--- src/rtl/keypad_scan_ctrl_if.sv ---
`default_nettype none
// ============================================================================
// Module   : keypad_scan_ctrl_if
// Brief    : Keypad-side and key-output signals of the keypad scan controller.
//            The master modport is the scan controller; the slave modport is
//            the keypad matrix plus the password-check consumer.
// Revision : 1.0 - initial release
// ============================================================================
interface keypad_scan_ctrl_if;
   logic [3:0] col_n;       // keypad columns, active-low, asynchronous
   logic [3:0] row_n;       // keypad row drives, active-low
   logic [3:0] key_code;    // {row[1:0], col[1:0]} of the last accepted key
   logic       key_valid;   // one-clk pulse, key_code valid in same cycle
   logic       key_held;    // accepted key is still pressed

   modport master (
      input  col_n,
      output row_n,
      output key_code,
      output key_valid,
      output key_held
   );

   modport slave (
      output col_n,
      input  row_n,
      input  key_code,
      input  key_valid,
      input  key_held
   );
endinterface
`default_nettype wire

--- src/rtl/keypad_scan_ctrl.sv ---
`default_nettype none
// ============================================================================
// Module   : keypad_scan_ctrl
// Brief    : 4x4 matrix keypad scanner. Builds a scan-rate tick enable from
//            clk, walks the active-low row drives, synchronises and debounces
//            the column returns and emits one key code per accepted press.
// Options  : KEY_REPEAT_EN - when defined, key_valid pulses again every
//            REPEAT_TICKS ticks while the accepted key stays pressed.
// Revision : 1.0 - initial release
// ============================================================================
module keypad_scan_ctrl #(
   parameter int CLK_FREQ     = 50000000,
   parameter int SCAN_FREQ    = 1000,
   parameter int DEBOUNCE_CNT = 4,
   parameter int REPEAT_TICKS = 500
) (
   input  wire logic          clk,
   input  wire logic          n_rst,
   keypad_scan_ctrl_if.master kp
);
   localparam int c_tick_div = CLK_FREQ / SCAN_FREQ;
   localparam int c_pre_w    = (c_tick_div > 1) ? $clog2(c_tick_div) : 1;
   localparam int c_cnt_w    = $clog2(DEBOUNCE_CNT + 1);
   localparam logic [c_pre_w-1:0] c_pre_last = c_pre_w'(c_tick_div - 1);
   localparam logic [c_cnt_w-1:0] c_cnt_done = c_cnt_w'(DEBOUNCE_CNT);
   localparam logic [c_cnt_w-1:0] c_cnt_one  = c_cnt_w'(1);

   // Reject configurations that cannot produce a tick or a debounce window
   generate
      if (c_tick_div < 1 || DEBOUNCE_CNT < 1 || REPEAT_TICKS < 1) begin : g_bad_params
         $error("keypad_scan_ctrl: tick divider, DEBOUNCE_CNT and REPEAT_TICKS must be >= 1");
      end
   endgenerate

   typedef enum logic [1:0] {
      ST_IDLE     = 2'd0,
      ST_SCAN     = 2'd1,
      ST_DEBOUNCE = 2'd2,
      ST_PRESSED  = 2'd3
   } state_t;

   state_t               state_q, state_d;
   logic [c_pre_w-1:0]   presc_q, presc_d;
   logic [3:0]           col_meta_q, col_meta_d;
   logic [3:0]           col_sync_q, col_sync_d;
   logic [1:0]           row_q, row_d;
   logic [3:0]           cand_q, cand_d;
   logic [c_cnt_w-1:0]   cnt_q, cnt_d;       // press debounce, then release debounce
   logic [3:0]           row_n_q, row_n_d;
   logic [3:0]           key_code_q, key_code_d;
   logic                 key_valid_q, key_valid_d;
   logic                 key_held_q, key_held_d;

   logic                 tick;
   logic                 any_low;
   logic                 hit;
   logic [1:0]           hit_col;
   logic                 accept;

`ifdef KEY_REPEAT_EN
   localparam int c_rep_w = (REPEAT_TICKS > 1) ? $clog2(REPEAT_TICKS) : 1;
   localparam logic [c_rep_w-1:0] c_rep_last = c_rep_w'(REPEAT_TICKS - 1);
   logic [c_rep_w-1:0]   rep_q, rep_d;
`else
   // Without auto-repeat there is no repeat counter at all
`endif

   // Free-running scan-rate divider and two-stage column synchroniser
   always_comb begin
      tick       = (presc_q == c_pre_last);
      presc_d    = tick ? '0 : presc_q + 1'b1;
      col_meta_d = kp.col_n;
      col_sync_d = col_meta_q;
   end

   // Column decode: exactly one low column is a hit, two or more is a ghost
   always_comb begin
      any_low = ~&col_sync_q;
      hit     = 1'b0;
      hit_col = 2'd0;
      case (col_sync_q)
         4'b1110: begin hit = 1'b1; hit_col = 2'd0; end
         4'b1101: begin hit = 1'b1; hit_col = 2'd1; end
         4'b1011: begin hit = 1'b1; hit_col = 2'd2; end
         4'b0111: begin hit = 1'b1; hit_col = 2'd3; end
         default: begin hit = 1'b0; hit_col = 2'd0; end
      endcase
   end

   // Scan/debounce FSM next state and outputs; decisions only on tick
   always_comb begin
      state_d     = state_q;
      row_d       = row_q;
      cand_d      = cand_q;
      cnt_d       = cnt_q;
      key_code_d  = key_code_q;
      key_valid_d = 1'b0;
      key_held_d  = key_held_q;
      accept      = 1'b0;

      if (tick) begin
         case (state_q)
            ST_IDLE: begin
               if (any_low) begin
                  state_d = ST_SCAN;
                  row_d   = 2'd0;
               end
            end
            ST_SCAN: begin
               if (hit) begin
                  cand_d = {row_q, hit_col};
                  cnt_d  = c_cnt_one;
                  if (c_cnt_done == c_cnt_one) begin
                     accept = 1'b1;
                  end else begin
                     state_d = ST_DEBOUNCE;
                  end
               end else if (row_q == 2'd3) begin
                  state_d = ST_IDLE;
               end else begin
                  row_d = row_q + 2'd1;
               end
            end
            ST_DEBOUNCE: begin
               if (hit && ({row_q, hit_col} == cand_q)) begin
                  if (cnt_q + 1'b1 == c_cnt_done) begin
                     accept = 1'b1;
                  end else begin
                     cnt_d = cnt_q + 1'b1;
                  end
               end else begin
                  state_d = ST_SCAN;
                  row_d   = 2'd0;
                  cnt_d   = '0;
               end
            end
            ST_PRESSED: begin
               // Row stays on the accepted key's row, so only that row's
               // columns can hold off the release count
               if (any_low) begin
                  cnt_d = '0;
               end else if (cnt_q + 1'b1 == c_cnt_done) begin
                  cnt_d      = '0;
                  key_held_d = 1'b0;
                  state_d    = ST_IDLE;
               end else begin
                  cnt_d = cnt_q + 1'b1;
               end
            end
            default: begin
               state_d = ST_IDLE;
            end
         endcase
      end

      if (accept) begin
         key_code_d  = cand_d;
         key_valid_d = 1'b1;
         key_held_d  = 1'b1;
         cnt_d       = '0;
         state_d     = ST_PRESSED;
      end

`ifdef KEY_REPEAT_EN
      rep_d = rep_q;
      if (accept || state_d == ST_IDLE) begin
         rep_d = '0;
      end else if (tick && state_q == ST_PRESSED && state_d == ST_PRESSED) begin
         if (rep_q == c_rep_last) begin
            rep_d       = '0;
            key_valid_d = 1'b1;
         end else begin
            rep_d = rep_q + 1'b1;
         end
      end
`else
      // One key_valid per press; nothing to count while the key is held
`endif

      row_n_d = (state_d == ST_IDLE) ? 4'b0000 : ~(4'b0001 << row_d);
   end

   // State and output registers with asynchronous active-low reset
   always_ff @(posedge clk or negedge n_rst) begin
      if (!n_rst) begin
         state_q     <= ST_IDLE;
         presc_q     <= '0;
         col_meta_q  <= 4'hF;
         col_sync_q  <= 4'hF;
         row_q       <= 2'd0;
         cand_q      <= 4'h0;
         cnt_q       <= '0;
         row_n_q     <= 4'b0000;
         key_code_q  <= 4'h0;
         key_valid_q <= 1'b0;
         key_held_q  <= 1'b0;
`ifdef KEY_REPEAT_EN
         rep_q       <= '0;
`endif
      end else begin
         state_q     <= state_d;
         presc_q     <= presc_d;
         col_meta_q  <= col_meta_d;
         col_sync_q  <= col_sync_d;
         row_q       <= row_d;
         cand_q      <= cand_d;
         cnt_q       <= cnt_d;
         row_n_q     <= row_n_d;
         key_code_q  <= key_code_d;
         key_valid_q <= key_valid_d;
         key_held_q  <= key_held_d;
`ifdef KEY_REPEAT_EN
         rep_q       <= rep_d;
`endif
      end
   end

   assign kp.row_n     = row_n_q;
   assign kp.key_code  = key_code_q;
   assign kp.key_valid = key_valid_q;
   assign kp.key_held  = key_held_q;

endmodule
`default_nettype wire

--- src/flat_wrapper.sv ---
// flat-port wrapper written by rule: the top's interface ports become plain ports
module keypad_scan_ctrl_flat 
#(
   parameter int CLK_FREQ     = 50000000,
   parameter int SCAN_FREQ    = 1000,
   parameter int DEBOUNCE_CNT = 4,
   parameter int REPEAT_TICKS = 500
)
  (clk, n_rst, kp_col_n, kp_row_n, kp_key_code, kp_key_valid, kp_key_held);
  keypad_scan_ctrl_if kp_i ();
  input  wire logic clk;
  input  wire logic n_rst;
  input wire logic [$bits(kp_i.col_n)-1:0] kp_col_n;
  output wire logic [$bits(kp_i.row_n)-1:0] kp_row_n;
  output wire logic [$bits(kp_i.key_code)-1:0] kp_key_code;
  output wire logic [$bits(kp_i.key_valid)-1:0] kp_key_valid;
  output wire logic [$bits(kp_i.key_held)-1:0] kp_key_held;
  assign kp_i.col_n = kp_col_n;
  assign kp_row_n = kp_i.row_n;
  assign kp_key_code = kp_i.key_code;
  assign kp_key_valid = kp_i.key_valid;
  assign kp_key_held = kp_i.key_held;
  keypad_scan_ctrl #(.CLK_FREQ(CLK_FREQ), .SCAN_FREQ(SCAN_FREQ), .DEBOUNCE_CNT(DEBOUNCE_CNT), .REPEAT_TICKS(REPEAT_TICKS)) u_core (.clk(clk), .n_rst(n_rst), .kp(kp_i));
endmodule
--- config.mk ---
export PLATFORM = sky130hd
export DESIGN_NAME = keypad_scan_ctrl_flat
export DESIGN_NICKNAME = d
export VERILOG_FILES = /design/src/rtl/keypad_scan_ctrl_if.sv /design/src/rtl/keypad_scan_ctrl.sv /design/src/flat_wrapper.sv
export SDC_FILE = /design/constraint.sdc
export NUM_CORES = 1
export LEC_CHECK = 0
export CELL_PAD_IN_SITES_DETAIL_PLACEMENT = 1
export CELL_PAD_IN_SITES_GLOBAL_PLACEMENT = 2
export CORE_MARGIN = 2
export CORE_UTILIZATION = 41
export CTS_CLUSTER_DIAMETER = 80
export DETAILED_ROUTE_END_ITERATION = 8
export PLACE_DENSITY_LB_ADDON = 0.3
export SLEW_MARGIN = 40
export SYNTH_ARGS = -nofsm -noshare
export SYNTH_HDL_FRONTEND = slang
export SYNTH_SLANG_ARGS = --single-unit
--- constraint.sdc ---
create_clock -name clk -period 5.75 [get_ports clk]
set_input_delay 1.15 -clock clk [delete_from_list [all_inputs] [get_ports clk]]
set_output_delay 1.15 -clock clk [all_outputs]
set_load 0.05 [all_outputs]
==> reports/qor.yml, run 1 <==
synthesis:
  synth-seq-cells: 45
  yosysSeqAreaShare_pct: 49.08
  synth_ff_type: "dfrtp_1"
  synth_cell_types: 49
  syn_avg_cell_area_um2: 10.38
  ys_warn_count: 0
  synth-edff-count: 0
  synth_top_cells_by_area: "dfrtp_1 40%, dfstp_2 9.1%, nand3_1 4.5%"
  synth_area_mm2: 0.002315
  postSynth.asyncResetShare_pct: 100.0
  yosys.area.top_type_share_pct: 40.00
  synthCells: 223
  syn_nets: 236
  yosysTopAreaCell: "dfrtp_1"
power_and_ir_drop:
  switching_share_pct: 23.89
  vdd_drop_max_uv: 125.1
  p_sw_mw: 0.1296
  power.leakage_nw: 1.163
  p_seq_share_pct: 60.1
  clkPwrFrac_pct: 36.6
  powerDensity_mw_per_mm2: 205.3
  internal_power_mw: 0.4129
  pwr-share-comb_pct: 3.3
sta:
  rsz0062_at_grt: "no"
  fin_crit_ns: 2.875
  finalHoldViolations: 0
  period_share_pct: 50.00
  tightest_slew_ns: 0.7529
  setup_violations: 0
  max_freq_ghz: 0.3478
  maxSlewViolCount: 0
  final.setup_skew_ns: 0.01058
  fin_tns_setup_ns: 0
  slew_headroom_pct: 49.50
worst_setup_path:
  crit_chain: "xor2_1, nand3_1, a211oi_1, nand3_1, a211oi_1, a22oi_1"
  cp-start-kind: "register"
  rr_startpoint: "u_core.col_sync_q[3]"
  max_stage_delay_ns: 0.67
  crit_slowest_cell: "a211oi_1"
  crit_family: "compound AO/OA/AOI/OAI gates"
  path_max_fanout: 11
  worst-path-buf-inv: 0
  worstSetupPathType: "register to register"
  cp-end-kind: "register"
  worstSetupStartpoint: "u_core.col_sync_q[3]"
  arrival_ns: 3.02
  required_ns: 5.90
final_layout:
  layout_commonest_cell: "dfrtp_1"
  area_growth_pct: 14.16
  nFillCells: 628
  n_antenna_cell: 0
  layout_common_cells: "37 x dfrtp_1, 21 x nand3_1, 17 x nor2_1"
  multi_input_area_mm2: 0.001114
  drive_gt1_share_pct: 13.22
  num-nets-final: 254
  instances_no_fill: 314
  seq_area_mm2: 0.001136
die:
  num_rows: 27
  initial_utilization_pct: 42.30
  core_mm2: 0.005473
  dieArea_mm2: 0.006262
  die_y_um: 79.14
  fp.dieW_um: 79.14
  num_io_pins: 16
global_routing:
  track_usage_pct: 18.90
  grt_pass1_vias: 1895
  grt_pass1_wl_um: 9149
  gr-total-overflow: 0
  grt_antenna_before_repair: 0
  grt_max_degree: 46
worst_hold_path:
  hold_class: "register to register"
  worstHoldStart: "u_core.col_meta_q[3]"
clocking:
  htreeDepth: 2
  cts.sinks: 45
  clk_latency_ns: 0.31
  cts_tree: "yes"
  cts_hold_buf: 0
  numCtsBuffers: 5
  cts_resized: 0
  cts_setup_buffers: 0
  cts_max_path_buffers: 2
  path_clk_slew_ns: 0.09
  root_buffer: "clkbuf_8"
placed_design:
  detailed_place_hpwl_um: 3934
  gp_congestion: 0.7156
  io_buffers: 15
  dp_cells: 306
route:
  drcViolationCount: 0
  wirelength_um: 5350
  dr.pass1.iters: 4
  vias: 1747
  post_drt_wl_per_cell_um: 17.04
  ant_nets: 0
  viasPerCell: 5.564
  drt_iter0_drc: 74
run_status:
  status: "finished clean"
flow_run:
  drv_cap: 0
-- cell usage after synthesis, drive strengths merged, types with 2 or more instances --
library cell,instances
xnor2,8
o21ai,10
nor3,5
nor2,17
nand4b,5
dfrtp,37
mux2,5
a2bb2oi,2
dfstp,8
a21oi,5
nor4,3
a31oi,2
xor2,11
inv,12
a211oi,2
nand4,5
a22oi,2
and4,2
nand3,21
nor2b,2
or4b,2
and3,8
o211ai,4
clkbuf,3
ha,7
buf,3
nand2,16
o21a,2
nor4bb,2
-- cell families after synthesis --
logic type,count (synthesis),synth area share (%)
AO/OA/AOI/OAI,38,11.78
XOR/XNOR,19,7.189
multiplexers,5,2.594
flip-flops,45,49.08
buffers and inverters,18,3.135
adder cells (fa/ha/maj),7,3.784
AND/OR/NAND/NOR,91,22.43
-- sequential cells by signal, summed over array words and instances, names as in the netlist, 2 cells and up --
signal / flops
u_core.cand_q: 4
u_core.kp.key_code: 4
u_core.kp.row_n: 4
u_core.col_meta_q: 4
u_core.col_sync_q: 4
u_core.cnt_q: 3
u_core.presc_q: 16
u_core.row_q: 2
u_core.state_q: 2
-- power by group through the flow --
| stage | registers (mW) | logic, mW | clock network (mW) |
|---|---|---|---|
| floorplan | 0.329 | 0.00948 | 0 |
| global placement | 0.332 | 0.0174 | 0 |
| detailed placement | 0.332 | 0.0181 | 0 |
| CTS | 0.326 | 0.0181 | 0.209 |
| global route | 0.327 | 0.0203 | 0.220 |
| finish | 0.326 | 0.0178 | 0.199 |
-- path summary, 6_finish.rpt --
path | end | slack, ns | depth (start not counted)
max in group asynchronous | u_core.col_meta_q[1] | 4.55 | 1
worst min-delay path | u_core.col_sync_q[3] | 0.36 | 0
worst min register to register | u_core.col_sync_q[3] | 0.36 | 0
worst max-delay path | u_core.kp.row_n[2] | 2.88 | 6
min in group asynchronous | u_core.kp.key_valid | 0.83 | 1
worst max register to register | u_core.kp.row_n[2] | 2.88 | 6
-- per-stage QoR --
stage / utilization [%] / hold WS, ns / power [mW] / instance area (µm²) / setup WS [ns]
2_1_floorplan: - / 0.3452 / 0.3380 / 2315 / 3.487
3_3_place_gp: 46.09 / 0.3459 / 0.3491 / 2522 / 2.918
3_5_place_dp: 46.48 / 0.3503 / 0.3500 / 2544 / 2.974
4_1_cts: 48.15 / 0.3640 / 0.5529 / 2635 / 2.943
5_1_grt: 48.29 / 0.3656 / 0.5670 / 2643 / 2.721
6_report: 48.29 / 0.3615 / 0.5425 / 2643 / 2.875
-- layout make-up --
class	instances	area share (%)
Clock buffer	5	2.604
Clock inverter	3	0.8523
Inverter	12	1.705
Multi-Input combinational cell	160	42.14
Sequential cell	45	42.99
Tap cell	72	3.409
Timing Repair Buffer	17	6.297
-- per-layer routing --
metal | track usage (%) | up-vias | share of wire, %
li1 | - | 845 | -
met1 | 23.30 | 883 | 44
met2 | 32.88 | 12 | 52
met3 | 3.295 | 7 | 2.2
met4 | 7.414 | 0 | 1.4
met5 | 0 | - | 0
(Power assumes the default switching activity.)
==> inputs of run 2 (changes only) <==
--- a/config.mk
+++ b/config.mk
@@ -8,7 +8,7 @@
 export CELL_PAD_IN_SITES_DETAIL_PLACEMENT = 1
 export CELL_PAD_IN_SITES_GLOBAL_PLACEMENT = 2
 export CORE_MARGIN = 2
-export CORE_UTILIZATION = 41
+export CORE_UTILIZATION = 38
 export CTS_CLUSTER_DIAMETER = 80
 export DETAILED_ROUTE_END_ITERATION = 8
 export PLACE_DENSITY_LB_ADDON = 0.3
==> constraint.sdc (replaced) <==
create_clock -name clk -period 2.85 [get_ports clk]
set_input_delay 0.57 -clock clk [delete_from_list [all_inputs] [get_ports clk]]
set_output_delay 0.57 -clock clk [all_outputs]
set_load 0.05 [all_outputs]
==> reports/qor.yml, run 2 (same netlist as run 1, synthesis figures left out) <==
clocking:
  htreeDepth: 2  # unchanged
  path_clk_slew_ns: 0.09  # about the same
  cts_max_path_buffers: 2  # unchanged
  root_buffer: "clkbuf_8"
  cts_hold_buf: 0  # unchanged
  cts_tree: "yes"
  numCtsBuffers: 5  # unchanged
  clk_latency_ns: 0.30  # about the same
  cts.sinks: 45  # unchanged
  cts_setup_buffers: 0  # unchanged
  cts_resized: 0  # unchanged
global_routing:
  grt_antenna_before_repair: 0  # unchanged
  track_usage_pct: 18.41  # -0.49 points
  grt_pass1_vias: 1861  # -1.8%
  top_usage_layer: "met2"
  grt_max_degree: 46  # unchanged
  met3_usage_pct: 3.407  # +0.11 points
  use_met1_pct: 24.01  # +0.71 points
  gr-total-overflow: 0  # unchanged
  grt_pass1_wl_um: 9218  # +0.75%
  grtUsageMet2_pct: 30.73  # -2.1 points
die:
  fp.dieW_um: 82.05  # +3.7%
  die_y_um: 82.05  # +3.7%
  core_mm2: 0.005921  # +8.2%
  dieArea_mm2: 0.006731  # +7.5%
  num_rows: 28  # +3.7%
  initial_utilization_pct: 39.10  # -3.2 points
  num_io_pins: 16  # unchanged
placed_design:
  dp_cells: 310  # +1.3%
  io_buffers: 15  # unchanged
  detailed_place_hpwl_um: 3991  # +1.4%
  gp_congestion: 0.7808  # +9.1%
final_layout:
  top_register: "u_core.presc_q"
  layout_common_cells: "37 x dfrtp_1, 21 x nand3_1, 17 x nor2_1"
  layout_commonest_cell: "dfrtp_1"
  largest_register_ff_count: 16  # unchanged
  instances_no_fill: 318  # +1.3%
  n_antenna_cell: 0  # unchanged
  drive_gt1_share_pct: 13.17  # -0.054 points
  num-nets-final: 255  # +0.39%
  area_growth_pct: 14.49
worst_hold_path:
  hold_class: "input pin to async pin"
worst_setup_path:
  worstSetupPathType: "register to register"
  endpoint: "u_core.kp.row_n[2]"
  required_ns: 2.99  # -2.91 ns
  worstSetupStartpoint: "u_core.col_sync_q[3]"
  crit_slowest_cell: "dfstp_2"
  rrSetupSlack_ns: 0.32  # -2.56 ns
  arrival_ns: 2.68  # -0.34 ns
  crit_cells: 6  # unchanged
  crit_family: "compound AO/OA/AOI/OAI gates"
  worst-path-buf-inv: 0  # unchanged
  r2r_end: "u_core.kp.row_n[2]"
  max_stage_delay_ns: 0.64  # -0.03 ns
  cp-end-kind: "register"
  crit_chain: "and3_1, nor3_1, o311ai_1, nand3_1, a211oi_1, a22oi_1"
  cp-start-kind: "register"
  r2r_cells: 6  # unchanged
  path_max_fanout: 11  # unchanged
  rr_startpoint: "u_core.col_sync_q[3]"
route:
  ant_nets: 0  # unchanged
  drcViolationCount: 0  # unchanged
  dr.pass1.iters: 4  # unchanged
  wirelength_um: 5366  # +0.30%
  viasPerCell: 5.500  # -1.1%
  vias: 1749  # +0.11%
  post_drt_wl_per_cell_um: 16.87  # -0.96%
  drt_iter0_drc: 107  # +45%
sta:
  final.setup_skew_ns: 0.01133  # +0.0007501 ns
  slew_headroom_pct: 53.61  # +4.1 points
  setup_violations: 0  # unchanged
  holdWs_ns: 0.2408  # -0.1207 ns
  tightest_slew_ns: 0.6850  # -0.06792 ns
  fin_tns_setup_ns: 0  # unchanged
  rsz0062_at_grt: "no"
  finalHoldViolations: 0  # unchanged
  max_freq_ghz: 0.3948  # +13%
  maxSlewViolCount: 0  # unchanged
  fin_crit_ns: 2.533  # -0.3418 ns
  period_share_pct: 88.88  # +39 points
power_and_ir_drop:
  vdd_drop_max_uv: 252.1  # +100%
  powerDensity_mw_per_mm2: 421.2  # +110%
  switching_share_pct: 22.81  # -1.1 points
  p_total_mw: 1.116  # +110%
  p_sw_mw: 0.2546  # +96%
  pwr-share-comb_pct: 3.3  # about the same
  power.leakage_nw: 1.177  # +1.2%
  p_seq_share_pct: 58.9  # -1.2 points
  clkPwrFrac_pct: 37.8  # +1.2 points
  internal_power_mw: 0.8617  # +110%
flow_run:
  drv_cap: 0  # unchanged
run_status:
  status: "finished clean"
## run 2: changes by cell type in the layout (fill, tap and decap cells not counted), sizes merged
cell,change
buf,+1
clkbuf,+1
clkinvlp,-2
inv,+1
## run 2: metal layers
metal | part of all wire (%) | vias up
met4 | 1.1 | 0
met1 | 48 | 891
met3 | 1.3 | 7
met2 | 50 | 10
li1 | - | 841
met5 | 0 | -
## run 2: worst min-delay path by stage
stage | from | to | slack [ns]
after floorplan | n_rst | u_core.cand_q[0] | 0.27
after global placement | u_core.col_meta_q[2] | u_core.col_sync_q[2] | 0.35
after global routing | n_rst | u_core.presc_q[3] | 0.28
final | n_rst | u_core.presc_q[3] | 0.24
after detailed placement | u_core.col_meta_q[2] | u_core.col_sync_q[2] | 0.35
after CTS | n_rst | u_core.presc_q[6] | 0.26
## run 2: power by group through the flow
stage / registers, mW / logic (mW) / clock network [mW]
global route: 0.659 / 0.0425 / 0.462
CTS: 0.657 / 0.0384 / 0.442
floorplan: 0.663 / 0.0191 / 0
finish: 0.657 / 0.0374 / 0.422
global placement: 0.669 / 0.0376 / 0
detailed placement: 0.669 / 0.0384 / 0
## run 2: through the flow
| step | worst slack, ns | utilization, % | area, µm² |
|---|---|---|---|
| 6_report | 0.3169 | 44.76 | 2650 |
| 5_1_grt | 0.02542 | 44.76 | 2650 |
| 4_1_cts | 0.2949 | 44.76 | 2650 |
| 3_5_place_dp | 0.3344 | 43.09 | 2551 |
| 3_3_place_gp | 0.3611 | 43.05 | 2549 |
| 2_1_floorplan | 0.5871 | - | 2315 |
## run 2: area by class of cell
class                           count  area (µm²)
Fill cell                         663        3271
Tap cell                           75       93.84
Inverter                           12       45.04
Multi-Input combinational cell    160        1106
Clock buffer                        6       82.58
Clock inverter                      2       16.27
Sequential cell                    45        1136
Timing Repair Buffer               18       170.2
